### config.mk
export PLATFORM = sky130hd
export DESIGN_NAME = imm_gen_pipe_flat
export DESIGN_NICKNAME = d
export VERILOG_FILES = /design/src/rtl/imm_gen_pipe_if.sv /design/src/rtl/imm_gen_pipe.sv /design/src/flat_wrapper.sv
export SDC_FILE = /design/constraint.sdc
export NUM_CORES = 1
export LEC_CHECK = 0
export BUFFER_PORTS_ARGS = -buffer_cell sky130_fd_sc_hd__buf_4
export CORE_MARGIN = 10
export CORE_UTILIZATION = 45
export DETAILED_ROUTE_END_ITERATION = 8
export PLACE_DENSITY = 0.75
export SETUP_SLACK_MARGIN = 0.3
export SYNTH_ARGS = -nofsm -noshare
export SYNTH_HDL_FRONTEND = slang
export SYNTH_SLANG_ARGS = --single-unit
### constraint.sdc
create_clock -name clk -period 1.7 [get_ports clk]
set_input_delay 0.34 -clock clk [delete_from_list [all_inputs] [get_ports clk]]
set_output_delay 0.34 -clock clk [all_outputs]
set_load 0.005 [all_outputs]
### src/rtl/imm_gen_pipe_if.sv
// Handshake bundle for imm_gen_pipe: upstream instruction channel and downstream result channel.
// slave is the generator side, master is the fetch/consumer side.
interface imm_gen_pipe_if #(
  parameter int XLEN  = 64,
  parameter int TAG_W = 5
);
  logic             in_valid;
  logic             in_ready;
  logic [31:0]      in_instr;
  logic [TAG_W-1:0] in_tag;
  logic             out_valid;
  logic             out_ready;
  logic [XLEN-1:0]  out_imm;
  logic [2:0]       out_fmt;
  logic             out_illegal;
  logic [TAG_W-1:0] out_tag;

  modport slave (
    input  in_valid, in_instr, in_tag, out_ready,
    output in_ready, out_valid, out_imm, out_fmt, out_illegal, out_tag
  );

  modport master (
    output in_valid, in_instr, in_tag, out_ready,
    input  in_ready, out_valid, out_imm, out_fmt, out_illegal, out_tag
  );
endinterface

### src/rtl/imm_gen_pipe.sv
// RV32I/RV64I immediate generator: combinational decode, registered result, 2-entry skid buffer.
// Optional macro IMM_GEN_PERF_EN adds perf_cnt, a saturating count of output handshakes.
module imm_gen_pipe #(
  parameter int XLEN  = 64,
  parameter int TAG_W = 5
) (
  input  logic           clk,
  input  logic           rst_n,
  input  logic           flush,
  imm_gen_pipe_if.slave  bus
`ifdef IMM_GEN_PERF_EN
  ,
  output logic [31:0]    perf_cnt
`endif
);

  generate
    if (XLEN != 32 && XLEN != 64) begin : g_bad_xlen
      $fatal(1, "imm_gen_pipe: XLEN must be 32 or 64");
    end
  endgenerate

  localparam logic [2:0] FMT_R     = 3'd0;
  localparam logic [2:0] FMT_I     = 3'd1;
  localparam logic [2:0] FMT_S     = 3'd2;
  localparam logic [2:0] FMT_B     = 3'd3;
  localparam logic [2:0] FMT_U     = 3'd4;
  localparam logic [2:0] FMT_J     = 3'd5;
  localparam logic [2:0] FMT_SHAMT = 3'd6;
  localparam logic [2:0] FMT_NONE  = 3'd7;

  typedef struct packed {
    logic signed [XLEN-1:0] imm;
    logic [2:0]             fmt;
    logic                   illegal;
    logic [TAG_W-1:0]       tag;
  } ent_t;

  typedef enum logic [1:0] {
    S_EMPTY = 2'd0,
    S_ONE   = 2'd1,
    S_FULL  = 2'd2
  } state_t;

  function automatic ent_t decode(input logic [31:0] ins);
    ent_t               d;
    logic signed [11:0] imm_i;
    logic signed [11:0] imm_s;
    logic signed [12:0] imm_b;
    logic signed [31:0] imm_u;
    logic signed [20:0] imm_j;
    logic               is_shift;
    imm_i    = ins[31:20];
    imm_s    = {ins[31:25], ins[11:7]};
    imm_b    = {ins[31], ins[7], ins[30:25], ins[11:8], 1'b0};
    imm_u    = {ins[31:12], 12'b0};
    imm_j    = {ins[31], ins[19:12], ins[20], ins[30:21], 1'b0};
    is_shift = (ins[14:12] == 3'b001) || (ins[14:12] == 3'b101);
    d         = '0;
    d.fmt     = FMT_NONE;
    d.illegal = 1'b0;
    case (ins[6:0])
      7'b0110011: d.fmt = FMT_R;
      7'b0010011: begin
        if (is_shift) begin
          d.fmt = FMT_SHAMT;
          if (XLEN == 64) d.imm = XLEN'(ins[25:20]);
          else            d.imm = XLEN'(ins[24:20]);
        end else begin
          d.fmt = FMT_I;
          d.imm = XLEN'(imm_i);
        end
      end
      7'b0000011, 7'b1100111, 7'b1110011: begin
        d.fmt = FMT_I;
        d.imm = XLEN'(imm_i);
      end
      7'b0100011: begin
        d.fmt = FMT_S;
        d.imm = XLEN'(imm_s);
      end
      7'b1100011: begin
        d.fmt = FMT_B;
        d.imm = XLEN'(imm_b);
      end
      7'b0110111, 7'b0010111: begin
        d.fmt = FMT_U;
        d.imm = XLEN'(imm_u);
      end
      7'b1101111: begin
        d.fmt = FMT_J;
        d.imm = XLEN'(imm_j);
      end
      // Word-sized OP-IMM-32 / OP-32 only exist on RV64
      7'b0011011: begin
        if (XLEN == 64) begin
          if (is_shift) begin
            d.fmt = FMT_SHAMT;
            d.imm = XLEN'(ins[24:20]);
          end else begin
            d.fmt = FMT_I;
            d.imm = XLEN'(imm_i);
          end
        end else begin
          d.illegal = 1'b1;
        end
      end
      7'b0111011: begin
        if (XLEN == 64) d.fmt = FMT_R;
        else            d.illegal = 1'b1;
      end
      default: d.illegal = 1'b1;
    endcase
    return d;
  endfunction

  state_t r_state;
  state_t w_state_nxt;
  ent_t   r_out_p1;
  ent_t   r_skid_p1;
  ent_t   w_ent_p0;
  logic   w_in_ready;
  logic   w_out_valid;
  logic   w_accept;
  logic   w_load_dec;
  logic   w_load_skid;
  logic   w_load_skid_to_out;

  // Stage p0: decode of the incoming word
  always_comb begin
    w_ent_p0     = decode(bus.in_instr);
    w_ent_p0.tag = bus.in_tag;
  end

  // Ready and valid decode straight from the state register, never from out_ready
  assign w_in_ready  = (r_state != S_FULL);
  assign w_out_valid = (r_state != S_EMPTY);
  assign w_accept    = bus.in_valid & w_in_ready;

  always_ff @(posedge clk or negedge rst_n) begin
    if (!rst_n) r_state <= S_EMPTY;
    else        r_state <= w_state_nxt;
  end

  always_comb begin
    w_state_nxt        = r_state;
    w_load_dec         = 1'b0;
    w_load_skid        = 1'b0;
    w_load_skid_to_out = 1'b0;
    if (flush) begin
      w_state_nxt = S_EMPTY;
    end else begin
      case (r_state)
        S_EMPTY: begin
          if (w_accept) begin
            w_state_nxt = S_ONE;
            w_load_dec  = 1'b1;
          end
        end
        S_ONE: begin
          if (w_accept && !bus.out_ready) begin
            w_state_nxt = S_FULL;
            w_load_skid = 1'b1;
          end else if (w_accept) begin
            w_load_dec = 1'b1;
          end else if (bus.out_ready) begin
            w_state_nxt = S_EMPTY;
          end
        end
        S_FULL: begin
          if (bus.out_ready) begin
            w_state_nxt        = S_ONE;
            w_load_skid_to_out = 1'b1;
          end
        end
        default: w_state_nxt = S_EMPTY;
      endcase
    end
  end

  // Stage p1: output and skid registers
  always_ff @(posedge clk or negedge rst_n) begin
    if (!rst_n) begin
      r_out_p1  <= '0;
      r_skid_p1 <= '0;
    end else begin
      if (w_load_dec)              r_out_p1 <= w_ent_p0;
      else if (w_load_skid_to_out) r_out_p1 <= r_skid_p1;
      if (w_load_skid)             r_skid_p1 <= w_ent_p0;
    end
  end

  assign bus.in_ready    = w_in_ready;
  assign bus.out_valid   = w_out_valid;
  assign bus.out_imm     = r_out_p1.imm;
  assign bus.out_fmt     = r_out_p1.fmt;
  assign bus.out_illegal = r_out_p1.illegal;
  assign bus.out_tag     = r_out_p1.tag;

`ifdef IMM_GEN_PERF_EN
  logic [31:0] r_perf_cnt;

  always_ff @(posedge clk or negedge rst_n) begin
    if (!rst_n) begin
      r_perf_cnt <= '0;
    end else if (w_out_valid && bus.out_ready && (r_perf_cnt != 32'hFFFF_FFFF)) begin
      r_perf_cnt <= r_perf_cnt + 32'd1;
    end
  end

  assign perf_cnt = r_perf_cnt;
`endif

endmodule

### src/flat_wrapper.sv
// flat-port wrapper written by rule: the top's interface ports become plain ports
module imm_gen_pipe_flat 
#(
  parameter int XLEN  = 64,
  parameter int TAG_W = 5
)
  (clk, rst_n, flush, bus_in_valid, bus_in_instr, bus_in_tag, bus_out_ready, bus_in_ready, bus_out_valid, bus_out_imm, bus_out_fmt, bus_out_illegal, bus_out_tag);
  imm_gen_pipe_if #(.XLEN(XLEN), .TAG_W(TAG_W)) bus_i ();
  input  logic clk;
  input  logic rst_n;
  input  logic flush;
  input wire logic [$bits(bus_i.in_valid)-1:0] bus_in_valid;
  input wire logic [$bits(bus_i.in_instr)-1:0] bus_in_instr;
  input wire logic [$bits(bus_i.in_tag)-1:0] bus_in_tag;
  input wire logic [$bits(bus_i.out_ready)-1:0] bus_out_ready;
  output wire logic [$bits(bus_i.in_ready)-1:0] bus_in_ready;
  output wire logic [$bits(bus_i.out_valid)-1:0] bus_out_valid;
  output wire logic [$bits(bus_i.out_imm)-1:0] bus_out_imm;
  output wire logic [$bits(bus_i.out_fmt)-1:0] bus_out_fmt;
  output wire logic [$bits(bus_i.out_illegal)-1:0] bus_out_illegal;
  output wire logic [$bits(bus_i.out_tag)-1:0] bus_out_tag;
  assign bus_i.in_valid = bus_in_valid;
  assign bus_i.in_instr = bus_in_instr;
  assign bus_i.in_tag = bus_in_tag;
  assign bus_i.out_ready = bus_out_ready;
  assign bus_in_ready = bus_i.in_ready;
  assign bus_out_valid = bus_i.out_valid;
  assign bus_out_imm = bus_i.out_imm;
  assign bus_out_fmt = bus_i.out_fmt;
  assign bus_out_illegal = bus_i.out_illegal;
  assign bus_out_tag = bus_i.out_tag;
  imm_gen_pipe #(.XLEN(XLEN), .TAG_W(TAG_W)) u_core (.clk(clk), .rst_n(rst_n), .flush(flush), .bus(bus_i));
endmodule
* Word level (Yosys, flattened, before mapping)
Index checks and enable logic that the tools add are counted.
Widths: inputs -> output; s select.
** Storage, ports and cells
- Register bits :: 148
- Bits of input ports :: 42
- Output and inout bits :: 75
- Word-level logic and storage cells :: 66
** Operators by class
- Eq/ne operators :: 21
- Muxes and demuxes :: 24
- Bitwise logic cells :: 1
- Reductions and logical operators :: 11
** Operators with widths (number)
- $pmux 64 s7 :: 1
- $mux 73 :: 2
- $mux 67 :: 2
- $eq 7x6->1 const B :: 4
- $eq 7x7->1 const B :: 4
- $pmux 3 s8 :: 1
- $eq 7x5->1 const B :: 3
- $mux 2 :: 6
- $reduce_or 12->1 :: 1
- $mux 1 :: 10
- $eq 7x2->1 const B :: 1
- $pmux 2 s3 :: 1
- $ne 4x3->1 const B :: 1
- $ne 4x4->1 const B :: 1
- $reduce_and 4->1 :: 1
- $reduce_bool 2->1 :: 2
- $reduce_or 2->1 :: 2
- $eq 3x1->1 const B :: 1
- $eq 3x3->1 const B :: 1
- $ne 3x2->1 const B :: 1
- $ne 3x3->1 const B :: 1
- $reduce_or 3->1 :: 1
- $eq 2x1->1 const B :: 1
- $eq 2x2->1 const B :: 1
- 7 further kinds :: 7

* Logic depth before layout (Yosys ltp)
Gate-level depths: netlist of run 1.
- Depth after elaboration :: 7
- Gate-level depth with buffers :: 7
- Gate-level depth less buffers :: 5

* Least setup slack after synthesis of run 1
Ideal clock, no wire load.
- Path kind :: input port to flip-flop
- Start point :: input bus_in_instr[5]
- End point :: register u_core.r_skid_p1[30] (netlist name)
- Library setup time :: 0.124 ns
- Arrival :: 1.590 ns
- Data required time :: 1.576 ns
- Slack :: -0.014 ns
- Cell stages on the path :: 7
- Buffers on the path :: 2
- Cells stage by stage :: buf_4 and3b_1 a32o_1 a221o_1 nand4_2 buf_6 nand3_2
** Between the ends
- Cells in the longest elaborated chain, start to end :: 3
- Elaborated cells between the ends (all ways) :: 13
- Those cells by class :: 10 x eq/ne; 1 x mux; 2 x reduce/logical
** RTL lines
- start, declared :: line flat_wrapper.sv:13 : input wire logic [$bits(bus_i.in_instr)-1:0] bus_in_instr;
- $eq 7x2->1 (tied with other cells) :: line imm_gen_pipe.sv:62 : case (ins[6:0])
- $reduce_or 3->1 / $reduce_or 2->1 (equally long branches) :: line imm_gen_pipe.sv:62
- $pmux 64 s7 * :: line imm_gen_pipe.sv:62
- end signal, assigned :: line imm_gen_pipe.sv:189 : if (w_load_skid) r_skid_p1 <= w_ent_p0;
- end, declared :: line imm_gen_pipe.sv:120 : ent_t r_skid_p1;
Every way passes the cells marked *; elsewhere a longest branch is shown, timed or not.
A chain may end at the register's enable or synchronous reset.

* Worst setup path in the final report of run 1
- Start point :: register u_core.r_state[1]
- End point :: register u_core.r_skid_p1[13] (netlist name)
** Between the ends
- Cells in the longest elaborated chain, start to end :: 6
- Elaborated cells between the ends (all ways) :: 7
- Those cells by class :: 2 x eq/ne; 3 x mux; 1 x bitwise; 1 x reduce/logical
** RTL lines
- start, declared :: line imm_gen_pipe.sv:117 : state_t r_state;
- start signal, assigned :: line imm_gen_pipe.sv:142 : else r_state <= w_state_nxt;
- $ne 2x2->1 :: line imm_gen_pipe.sv:136 : assign w_in_ready = (r_state != S_FULL);
- $and 1x1->1 :: line imm_gen_pipe.sv:138 : assign w_accept = bus.in_valid & w_in_ready;
- $logic_and 1x1->1 :: line imm_gen_pipe.sv:161 : if (w_accept && !bus.out_ready) begin
- $mux 1 :: line imm_gen_pipe.sv:161
- $mux 1 * :: line imm_gen_pipe.sv:153 : case (r_state)
- $mux 1 * :: line imm_gen_pipe.sv:150 : if (flush) begin
Marked as above.

==> flow_metrics.env, run 1 <==
export IMPL_outcome="completed"
export IMPL_post_synth_top_count_cell="nand2_1"
export IMPL_cp_max_fo=6
export IMPL_synth_distinct_cells=52
export IMPL_power_frac_comb=0.285
export IMPL_crit_top_cell="buf_6"
export IMPL_antenna_found_initial=0
export IMPL_clkLatencyLatePin_ns=0.38
export IMPL_pre_cts_slack_ns=-0.174
export IMPL_numCtsBuffers=9
export IMPL_wl_met2_um=8640
export IMPL_grt_overflow_total=0
export IMPL_holdPathEnd="u_core.r_skid_p1[2]"
export IMPL_synthArstFlopShare=1.00
export IMPL_antenna_cells=0
export IMPL_stdcell_area_um2=7300
export IMPL_drv_cap=0
export IMPL_drt_iter0_drc=413
export IMPL_fin_crit_sh=0.995
export IMPL_min_path_cells=3
export IMPL_gp_congestion=0.851
export IMPL_power_density_nw_per_um2=743
export IMPL_total_power_w=0.00543
export IMPL_pin_count=117
export IMPL_start_util=0.466
export IMPL_grt_pass1_wl_um=25000
export IMPL_arrival_ns=1.97
export IMPL_synth_seq_cells=84
export IMPL_grt_pass1_vias=4907
export IMPL_rrSetupSlack_ns=0.009
export IMPL_vias_per_cell=5.90
export IMPL_grt_setup_unrepaired="yes"
export IMPL_cts_tree="done"
export IMPL_postPlaceCellArea_um2=5710
export IMPL_slew_headroom=0.678
export IMPL_final_layout_size_suffix_gt1_frac=0.525
export IMPL_wl_met3_um=1330
export IMPL_synthCells=527
export IMPL_grt_max_degree=35
export IMPL_htree_levels=3
export IMPL_area_growth_pct=58.9
export IMPL_cts_sink_count=84
export IMPL_crit_path_top_delay_cell="dfrtp_2"
export IMPL_p_int_w=0.00364
export IMPL_crit_path_end_kind="flip-flop"
export IMPL_worstReg2RegEnd="u_core.r_skid_p1[13]"
export IMPL_synth_area_per_cell_um2=8.73
export IMPL_fmax_mhz=591
export IMPL_grt_util_all_layers=0.210
export IMPL_hpwlAfterDp_um=9430
export IMPL_core_um2=9860
export IMPL_dr_total_vias=4782
export IMPL_switching_share=0.330
export IMPL_postRouteWirelength_um=17200
export IMPL_min_delay_start="bus_in_tag[2]"
export IMPL_fin_crit_ns=1.69
export IMPL_highest_layer="met4"
export IMPL_routedWlPerCell_um=21.2
export IMPL_p_sw_w=0.00179
export IMPL_slew_viol_final=0
export IMPL_cellLeakagePower_nw=3.63
export IMPL_die_height_um=121
export IMPL_ff2ff_path_depth=7
export IMPL_synth_area_um2=4600
export IMPL_fillCellCount=595
export IMPL_synth_edff_count=0
export IMPL_yosys_top_cells_count="nand2_1 (132), dfrtp_1 (84), nand3_1 (45)"
export IMPL_path_cells="nor3b_4, buf_6, buf_6, and2_4, buf_16, nor2_2, a21oi_1"
export IMPL_finClkSkew_ns=0.0191
export IMPL_dr_pass1_iters=5
export IMPL_worst_pin_slew_ns=0.482
export IMPL_worstSetupPathType="flip-flop to flip-flop"
export IMPL_reg2reg_from="u_core.r_state[1]"
export IMPL_clock_path_buffers=2
export IMPL_synth_ff_type="dfrtp_1"
export IMPL_synth_largest_area_cell="dfrtp_1"
export IMPL_drcViolationCount=0
export IMPL_syn_num_nets=569
export IMPL_fin_util=0.740
export IMPL_setup_viol=0
export IMPL_pwr_share_clk=0.262
export IMPL_rows=36
export IMPL_ys_seq_area_frac=0.457
export IMPL_cp_required_ns=1.98
export IMPL_fin_ws_ns=0.00870
export IMPL_cts_root_buf="clkbuf_8"
export IMPL_num_nets_final=715
export IMPL_seqPwrFrac=0.453
export IMPL_clk_pin_slew_worst_paths_ns=0.11
export IMPL_ir_worst_vdd_mv=0.619
export IMPL_min_path_type="input port to flip-flop"
export IMPL_numPortBuffers=116
export IMPL_ys_warn_count=0
export IMPL_yosys_top_cells_area="dfrtp_1 (46%), nand2_1 (11%), buf_4 (5.4%)"
export IMPL_routedLengthMet1_um=6550
export IMPL_fp_dieArea_um2=14700
export IMPL_ant_nets=0
export IMPL_hold_viol=0
export IMPL_critPathLaunchType="flip-flop"
export IMPL_holdWs_ns=0.176
export IMPL_die_w_um=121
export IMPL_max_stage_delay_ns=0.45
export IMPL_netlist_area_leader_share=0.457
[metrics by stage]
stage               cells  setup TNS (ns)
floorplan             527               0
global placement      752           -4.46
detailed placement    752           -5.57
CTS                   808               0
global route          811         -0.0987
finish                811               0
[power by group through the flow]
stage	combinational, W	clock (W)	sequential (W)
after global placement	0.00120	0	0.00241
after floorplan	0.000660	0	0.00242
final	0.00155	0.00142	0.00246
after global routing	0.00167	0.00152	0.00248
after detailed placement	0.00124	0	0.00242
after CTS	0.00140	0.00141	0.00240
[worst max-delay path: cells and delay by family, from the launching register on]
kind            cells  cell delay (ns)
simple gates        3             0.51
flops               1             0.45
compound gates      1             0.23
buf+inv             3             0.40
[flip-flops by register name, summed over array words and instances, names as in the netlist]
| name | cells |
|---|---|
| u_core.r_skid_p1 | 41 |
| u_core.bus.out_imm | 32 |
| u_core.bus.out_illegal | 1 |
| u_core.bus.out_tag | 5 |
| u_core.bus.out_fmt | 3 |
| u_core.r_state | 2 |
[layout make-up]
class	instances	area, um2	area share
clock buffers	9	124	0.0170
repair buffers	207	2160	0.296
flip-flops and latches	84	2100	0.288
multi-input cells	370	2680	0.367
well taps	133	166	0.0228
inverters	1	3.75	0.000514
clock inverters	7	66.3	0.00908
[cells by family after synthesis]
kind of cell	synth area share
compound gates	0.152
simple gates	0.276
flops	0.457
mux	0.0155
xor+xnor	0.00381
buf+inv	0.0947
[what timing repair did]
action	in CTS	in global routing
gates cloned	12	2
hold buffers	1	0
endpoints found under the setup margin	117	118
buffers inserted	27	1
resized for setup	112	87
hold endpoints to repair	28	0
pin swaps	36	39
[worst max path at each step]
| stage | depth (start not counted) | from | slack [ns] | endpoint |
|---|---|---|---|---|
| 2_1_floorplan | 7 | bus_in_instr[6] | 0.07 | u_core.r_skid_p1[30] |
| 3_3_place_gp | 8 | bus_in_instr[4] | -0.15 | u_core.bus.out_imm[22] |
| 3_5_place_dp | 7 | bus_in_instr[13] | -0.17 | u_core.bus.out_imm[8] |
| 4_1_cts | 6 | u_core.r_state[1] | 0.1 | u_core.bus.out_imm[5] |
| 5_1_grt | 7 | u_core.r_state[1] | -0.03 | u_core.r_skid_p1[13] |
| 6_report | 7 | u_core.r_state[1] | 0.009 | u_core.r_skid_p1[13] |
[metal layers]
layer  GRT usage  vias up
met1       0.238     2369
met3      0.0596       54
met4      0.0807        0
met5           0        -
met2       0.364      261
li1            -     2098
[placed cells by master, fill, tap and decap left out, types with 4 or more instances in the layout]
cell | Yosys | layout
nand3_2 | 10 | 24
buf_12 | 0 | 20
clkbuf_8 | 0 | 9
inv_6 | 0 | 4
dfrtp_1 | 84 | 83
nand3_1 | 45 | 24
nand2_2 | 0 | 24
and3_1 | 22 | 19
a311o_1 | 8 | 8
nand2_4 | 0 | 18
a32oi_1 | 5 | 5
nor2_1 | 11 | 6
o21ai_2 | 10 | 15
buf_4 | 33 | 149
a21oi_2 | 0 | 12
buf_6 | 2 | 21
nand2_1 | 132 | 88
buf_16 | 0 | 11
nand3_4 | 0 | 7
a21oi_1 | 44 | 30
mux2i_1 | 6 | 6
a22oi_2 | 0 | 4
o21ai_1 | 16 | 11
No activity file was read; power rests on OpenSTA's default activity.
==> run 2: changes to the inputs <==
- RECOVER_POWER: default -> 25
==> flow_metrics.env, run 2 (same netlist as run 1, synthesis figures left out) <==
export IMPL_outcome="completed"
export IMPL_finalSetupTns_ns=0
export IMPL_power_density_nw_per_um2=744
export IMPL_routedWlPerCell_um=21.2
export IMPL_seqPwrFrac=0.453
export IMPL_p_sw_w=0.00179
export IMPL_rrSetupSlack_ns=0.002
export IMPL_antenna_found_initial=0
export IMPL_grt_pass1_wl_um=25000
export IMPL_cp_required_ns=1.98
export IMPL_cellLeakagePower_nw=3.63
export IMPL_fp_dieArea_um2=14700
export IMPL_ant_nets=0
export IMPL_largest_register="u_core.r_skid_p1"
export IMPL_clk_pin_slew_worst_paths_ns=0.11
export IMPL_fin_crit_sh=0.999
export IMPL_setup_viol=0
export IMPL_worst_pin_slew_ns=0.933
export IMPL_core_um2=9860
export IMPL_numCtsBuffers=9
export IMPL_fin_ws_ns=0.00192
export IMPL_grt_overflow_total=0
export IMPL_fin_crit_ns=1.70
export IMPL_antenna_cells=0
export IMPL_worstSetupPathType="flip-flop to flip-flop"
export IMPL_fin_util=0.740
export IMPL_crit_path_end="u_core.bus.out_imm[2]"
export IMPL_dr_total_vias=4769
export IMPL_drv_cap=0
export IMPL_gp_congestion=0.851
export IMPL_dr_pass1_iters=5
export IMPL_die_w_um=121
export IMPL_postRouteWirelength_um=17200
export IMPL_start_util=0.466
export IMPL_pre_cts_slack_ns=-0.174
export IMPL_power_frac_comb=0.285
export IMPL_vias_per_cell=5.88
export IMPL_path_cells="buf_6, nor3b_4, and2_4, buf_6, buf_16, buf_12, nand2_2, a32oi_1"
export IMPL_min_path_type="input port to flip-flop"
export IMPL_finClkSkew_ns=0.0192
export IMPL_arrival_ns=1.98
export IMPL_rows=36
export IMPL_worstReg2RegEnd="u_core.bus.out_imm[2]"
export IMPL_largest_reg_flops=41
export IMPL_reg2reg_from="u_core.r_state[0]"
export IMPL_max_stage_delay_ns=0.41
export IMPL_final_layout_size_suffix_gt1_frac=0.525
export IMPL_area_growth_pct=58.8
export IMPL_grt_max_degree=35
export IMPL_fmax_mhz=589
export IMPL_cts_sink_count=84
export IMPL_htree_levels=3
export IMPL_numPortBuffers=116
export IMPL_hpwlAfterDp_um=9430
export IMPL_drcViolationCount=0
export IMPL_die_height_um=121
export IMPL_crit_path_top_delay_cell="dfrtp_1"
export IMPL_pin_count=117
export IMPL_crit_top_cell="buf_6"
export IMPL_slew_headroom=0.378
export IMPL_hold_viol=0
export IMPL_pwr_share_clk=0.262
export IMPL_clkLatencyLatePin_ns=0.38
export IMPL_stdcell_area_um2=7300
export IMPL_crit_start="u_core.r_state[0]"
export IMPL_grt_pass1_vias=4907
export IMPL_grt_setup_unrepaired="yes"
export IMPL_num_nets_final=715
export IMPL_drt_iter0_drc=413
export IMPL_postPlaceCellArea_um2=5710
export IMPL_cts_tree="done"
export IMPL_final_common_cell="buf_4"
export IMPL_cp_max_fo=7
export IMPL_most_common_layout_cells="buf_4 (148), nand2_1 (88), dfrtp_1 (83)"
export IMPL_ff2ff_path_depth=8
export IMPL_switching_share=0.330
export IMPL_critPathLaunchType="flip-flop"
export IMPL_cts_root_buf="clkbuf_8"
export IMPL_slew_viol_final=0
export IMPL_p_int_w=0.00364
export IMPL_clock_path_buffers=2
export IMPL_ir_worst_vdd_mv=0.620
export IMPL_grt_util_all_layers=0.210
export IMPL_crit_path_end_kind="flip-flop"
==> run 2: cell types whose count changed in the layout (fill, tap and decap cells not counted), sizes merged <==
| cell | delta |
|---|---|
| buf | -1 |
| clkbuf | +1 |
==> run 2: cell type report <==
type / count / area [um2]
multi-input cells: 370 / 2680
fillers: 596 / 2560
repair buffers: 207 / 2160
flip-flops and latches: 84 / 2100
well taps: 133 / 166
clock buffers: 9 / 124
clock inverters: 7 / 66.3
inverters: 1 / 3.75
==> run 2: stage by stage <==
step | total power (W) | std cells | hold slack [ns]
CTS | 0.00521 | 808 | 0.160
floorplan | 0.00308 | 527 | 0.0444
global placement | 0.00361 | 752 | 0.302
global route | 0.00567 | 811 | 0.163
finish | 0.00543 | 811 | 0.173
detailed placement | 0.00365 | 752 | 0.305
==> run 2: how the worst min path moves through the flow <==
stage,start,endpoint,cells after the start,slack [ns]
after CTS,bus_in_tag[4],u_core.r_skid_p1[4],3,0.16
after floorplan,rst_n,u_core.bus.out_fmt[0],0,0.04
final,bus_in_tag[2],u_core.r_skid_p1[2],3,0.17
after detailed placement,rst_n,u_core.bus.out_imm[18],1,0.30
after global routing,bus_in_tag[1],u_core.r_skid_p1[1],3,0.16
after global placement,rst_n,u_core.bus.out_imm[18],1,0.30
==> run 2: power groups by stage <==
stage / Clock, W / Sequential (W) / Combinational [W]
floorplan: 0 / 0.00242 / 0.000660
global placement: 0 / 0.00241 / 0.00120
detailed placement: 0 / 0.00242 / 0.00124
CTS: 0.00141 / 0.00240 / 0.00140
global route: 0.00152 / 0.00248 / 0.00167
finish: 0.00143 / 0.00246 / 0.00155
==> run 2: metal layers <==
metal  vias up  part of all wire  GRT usage
met1      2345              0.38      0.238
met2       265              0.51      0.364
met5         -                 0          0
met3        60             0.080     0.0596
met4         0             0.033     0.0807
li1       2099                 -          -
==> run 2: worst max-delay path, delay by kind of cell, from the launching register on <==
| kind | cells | cell delay, ns |
|---|---|---|
| buffers and inverters | 4 | 0.52 |
| AOI/OAI and AO/OA | 1 | 0.24 |
| and+or+nand+nor | 3 | 0.44 |
| DFF | 1 | 0.41 |
==> run 2: timing repair <==
item | 4_1_cts | 5_1_grt
endpoints found under the hold margin | 28 | 0
gates cloned | 12 | 2
gates resized for setup | 112 | 87
pin swaps | 36 | 39
hold buffers | 1 | 0
setup endpoints to repair | 117 | 118
setup buffers | 27 | 1
